==> config.mk <==
export PLATFORM = sky130hd
export DESIGN_NAME = fsm_stream_arbiter
export DESIGN_NICKNAME = d
export VERILOG_FILES = /design/src/rtl/fsm_stream_arbiter.sv
export SDC_FILE = /design/constraint.sdc
export NUM_CORES = 1
export LEC_CHECK = 0
export CORE_ASPECT_RATIO = 0.6
export CORE_MARGIN = 2
export CORE_UTILIZATION = 40
export DETAILED_ROUTE_END_ITERATION = 8
export PLACE_DENSITY = 0.66
export SLEW_MARGIN = 20
export SYNTH_ARGS = -nofsm -noshare
export SYNTH_HDL_FRONTEND = slang
export SYNTH_SLANG_ARGS = --single-unit
==> constraint.sdc <==
create_clock -name CLK -period 2.1 [get_ports CLK]
set_input_delay 0.63 -clock CLK [delete_from_list [all_inputs] [get_ports CLK]]
set_output_delay 0.63 -clock CLK [all_outputs]
set_load 0.01 [all_outputs]
==> src/rtl/fsm_stream_arbiter.sv <==
// Round-robin front end that lends one serial sequence detector to two requesters,
// shifting the winner's word through it LSB first and returning the match count.
module fsm_stream_arbiter #(
    parameter int WIDTH = 8,
    parameter int CW    = 4
) (
    input  logic             CLK,
    input  logic             Reset,
    input  logic             req_a,
    input  logic             req_b,
    input  logic [WIDTH-1:0] word_a,
    input  logic [WIDTH-1:0] word_b,
    input  logic             fsm_y,
    output logic             fsm_x,
    output logic             fsm_clr,
    output logic             busy,
    output logic             gnt_a,
    output logic             gnt_b,
    output logic             done_a,
    output logic             done_b,
    output logic [CW-1:0]    match_cnt
);

    // state | meaning
    // IDLE  | no owner, requests arbitrated at each edge
    // CLR   | detector cleared for one cycle
    // SHIFT | owner's word driven onto fsm_x, one bit per cycle
    // DONE  | result valid on match_cnt, done pulse to owner
    typedef enum logic [1:0] {
        IDLE  = 2'd0,
        CLR   = 2'd1,
        SHIFT = 2'd2,
        DONE  = 2'd3
    } state_t;

    localparam int IW = $clog2(WIDTH);

    state_t           state_q, state_d;
    logic             owner_q, owner_d;   // 0 = A, 1 = B
    logic             last_q, last_d;
    logic [WIDTH-1:0] word_q, word_d;
    logic [IW-1:0]    idx_q, idx_d;
    logic [CW-1:0]    cnt_q, cnt_d;
    logic [CW-1:0]    match_q, match_d;
    logic             pick;

    always_ff @(posedge CLK) begin
        if (Reset) begin
            state_q <= IDLE;
            owner_q <= 1'b0;
            last_q  <= 1'b1;
            word_q  <= '0;
            idx_q   <= '0;
            cnt_q   <= '0;
            match_q <= '0;
        end else begin
            state_q <= state_d;
            owner_q <= owner_d;
            last_q  <= last_d;
            word_q  <= word_d;
            idx_q   <= idx_d;
            cnt_q   <= cnt_d;
            match_q <= match_d;
        end
    end

    always_comb begin
        state_d = state_q;
        owner_d = owner_q;
        last_d  = last_q;
        word_d  = word_q;
        idx_d   = idx_q;
        cnt_d   = cnt_q;
        match_d = match_q;
        pick    = 1'b0;

        if (req_a && req_b) begin
            pick = ~last_q;
        end else if (req_b) begin
            pick = 1'b1;
        end

        case (state_q)
            IDLE: begin
                if (req_a || req_b) begin
                    owner_d = pick;
                    last_d  = pick;
                    word_d  = pick ? word_b : word_a;
                    cnt_d   = '0;
                    state_d = CLR;
                end
            end
            CLR: begin
                idx_d   = '0;
                state_d = SHIFT;
            end
            SHIFT: begin
                cnt_d = cnt_q + CW'(fsm_y);
                idx_d = idx_q + 1'b1;
                if (idx_q == IW'(WIDTH - 1)) begin
                    // Load the result now so it is already valid during DONE.
                    match_d = cnt_q + CW'(fsm_y);
                    state_d = DONE;
                end
            end
            DONE: begin
                state_d = IDLE;
            end
            default: begin
                state_d = IDLE;
            end
        endcase
    end

    assign busy      = (state_q != IDLE);
    assign gnt_a     = busy && !owner_q;
    assign gnt_b     = busy && owner_q;
    assign fsm_clr   = (state_q == CLR);
    assign fsm_x     = (state_q == SHIFT) ? word_q[idx_q] : 1'b0;
    assign done_a    = (state_q == DONE) && !owner_q;
    assign done_b    = (state_q == DONE) && owner_q;
    assign match_cnt = match_q;

endmodule

==> out/metrics.yaml <==
run_status:
  status: "finished, final reports clean"
cts:
  root_buffer: "clkbuf_8"
  cts_buffer_depth: 2
  ctsHoldBuffers: 0
  clk_latency_ns: 0.26
  cts_tree: "built"
  clk_pin_slew_ns: 0.08
  cts_sinks: 23
  cts_max_level: 1
  postCtsSetupBuffers: 0
  cts_buffers: 3
critical_path:
  cp_data_required_time_ns: 1.47
  rrSetupSlack_ns: 0.35
  crit_slowest_cell: "mux4_2"
  critPathKind: "flip-flop to primary output"
  start_kind: "flip-flop"
  cp-end-kind: "primary output"
  crit_family: "multiplexers"
  path_cells: "mux4_2 -> nor2_2 -> a311oi_2 -> buf_2"
  crit_path_max_fanout: 2
  max_stage_delay_ns: 0.50
  critical_path_arrival_ns: 1.42
  crit_buf_inv: 1
floorplan:
  die_area_mm2: 0.003482
  io_pins: 32
  die-height_um: 46.52
  core-area_mm2: 0.002872
  start_util: 0.4196
  dieWidth_um: 74.86
  rows: 15
yosys:
  synth_adder_area_share: 0.08307
  synth_top_family_by_area: "simple AND/OR/NAND/NOR gates"
  async_flop_share: 0
  syn_inst: 141
  synth_top_area_frac: 0.3821
  synth_cell_types: 33
  yosys.area.top_type: "dfxtp_1"
  ys.warnings.count: 0
  synth_nets: 170
  avgSynthCellArea_um2: 8.545
  synth_area_mm2: 0.001205
  synth_mux_area_frac: 0.03634
  ys_seq_area_frac: 0.3821
  post_synth_and_or_nand_nor_area_fraction: 0.2305
  synth_ff_type: "dfxtp_1"
  yosys_register_bits: 23
  synth_compound_area_frac: 0.2004
  synth_edf_count: 0
  synth_xor_xnor_area_share: 0.01454
  synth_top_cells_by_area: "dfxtp_1, ha_1, a311oi_1"
global_routing:
  antenna_found_initial: 0
  grt_pass1_vias: 1041
  gr-total-overflow: 0
  grt_pass1_wl_mm: 4.836
  grt_max_degree: 18
  grt_use_total: 0.1876
timing:
  worst_pin_slew_ns: 0.3920
  fin_setup_tns_ns: 0
  hold_viol_final: 0
  rsz0062_at_grt: "yes"
  fmax_mhz: 487.0
  worst_clock_skew_ns: 0.001930
  setup_ws_ns: 0.04678
  relSlewSlack: 0.7381
  maxSlewViolCount: 0
  fin_crit_ns: 2.053
  period_share: 0.9777
  setup_viol: 0
placement:
  portBuffers: 31
  dp_slack_ns: -0.06838
  gp_congestion: 0.7914
  dpl_cell_area_mm2: 0.001587
  post-dp-hpwl_mm: 2.242
detailed_routing:
  wl_per_cell_um: 13.46
  wl_mm: 2.948
  drtAntennaViolNets: 0
  via_per_inst: 5.073
  route.detailed.drc: 0
  dr.first_iter.drc_count: 78
  drt_pass1_iterations: 4
  vias: 1111
final_layout:
  fillCellCount: 275
  syn_to_final_growth_pct: 37.28
  final_util: 0.5760
  diodes: 0
  fin_area_mm2: 0.001654
  drive_gt1_frac: 0.1582
  fin_nets: 207
pwr:
  power_leakage_nw: 0.6497
  peakVddDrop_uv: 547.9
  powerDensity_mw_per_mm2: 930.1
run:
  cap_violations: 0
worst_hold_path:
  hp-class: "flip-flop to flip-flop"
area by class of cell:
cell class | instances | area (µm²) | area share
multi-input combinational | 106 | 708.2 | 0.4281
sequential | 23 | 466.7 | 0.2821
timing repair buffer | 40 | 366.6 | 0.2216
tap | 42 | 52.55 | 0.03177
clock buffer | 4 | 45.04 | 0.02723
inverter | 4 | 15.01 | 0.009077
logic make-up after synthesis:
kind of cell | Yosys count
buf+inv | 12
fa+ha+maj | 8
simple gates | 58
flops | 23
xor+xnor | 2
mux | 3
compound gates | 35
cell usage after synthesis, types with 2 or more instances:
| library cell | instances |
|---|---|
| clkbuf_1 | 3 |
| dfxtp_1 | 23 |
| buf_6 | 2 |
| nand3b_1 | 2 |
| nand3_1 | 8 |
| a311oi_1 | 10 |
| o21ai_0 | 4 |
| nor3_1 | 2 |
| ha_1 | 8 |
| a21oi_1 | 12 |
| nand2b_1 | 5 |
| inv_1 | 4 |
| nand2_1 | 21 |
| o31ai_1 | 2 |
| nor2_1 | 12 |
| nor2b_1 | 2 |
| buf_2 | 3 |
| xor2_1 | 2 |
| a31oi_1 | 2 |
placed cells by master, fill, tap and decap left out, types with 2 or more instances in the layout:
cell type        instances
a21oi_1                 12
a311oi_1                 9
a31oi_1                  2
buf_4                    9
clkbuf_8                 3
clkdlybuf4s50_1         25
dfxtp_1                 20
dfxtp_2                  2
dlygate4sd2_1            5
ha_1                     6
ha_2                     2
inv_1                    4
nand2_1                 21
nand2b_1                 5
nand3_1                  8
nand3b_1                 2
nor2_1                  11
nor2b_1                  2
nor3_1                   2
o21ai_0                  4
xor2_1                   2
metrics by stage:
stage | hold slack (ns) | power [W] | cells
4_1_cts | 0.4673 | 0.001530 | 219
6_report | 0.4604 | 0.001538 | 219
3_5_place_dp | 0.4550 | 0.001269 | 215
3_3_place_gp | 0.4469 | 0.001248 | 215
2_1_floorplan | 0.4533 | 0.001030 | 141
5_1_grt | 0.4944 | 0.001657 | 219
worst register-to-register path: stages (launching register included):
cell and delay (ns):
dfxtp_2 0.34, inv_1 0.10, ha_2 0.23, buf_4 0.16
or3b_1 0.49, a21o_1 0.23, a21oi_2 0.13
layer usage:
layer	global-route usage	routed length, µm	vias to the layer above
met5	0	0	-
met4	0.04643	34	0
met3	0.05470	192	4
met2	0.2930	1257	36
met1	0.2559	1465	498
li1	-	-	573
worst paths after layout:
check / end / cells past startpoint / startpoint
worst max-delay path: fsm_x / 4 / idx_q[0]$_SDFFE_PP0P_
worst min-delay path: match_cnt[0]$_SDFFE_PP0P_ / 2 / match_cnt[0]$_SDFFE_PP0P_
worst max register to register: state_q[1]$_SDFFE_PP0P_ / 6 / state_q[1]$_SDFFE_PP0P_
worst min register to register: match_cnt[0]$_SDFFE_PP0P_ / 2 / match_cnt[0]$_SDFFE_PP0P_
repair_timing:
item	4_1_cts	5_1_grt
pin swaps	0	1
endpoints found under the setup margin	6	1
resized for setup	14	5
power by group:
group | internal [W] | leakage (nW) | switching (W)
sequential | 0.000520 | 0.190 | 0.0000535
clock | 0.000135 | 0.0228 | 0.000134
combinational | 0.000319 | 0.437 | 0.000377
state kept, by name, indices dropped and copies added, names as in the netlist:
register / cells
idx_q: 3
state_q: 2
word_q: 8
owner_q: 1
match_cnt: 4
cnt_q: 4
last_q: 1
Power figures use the tool's default switching activity.
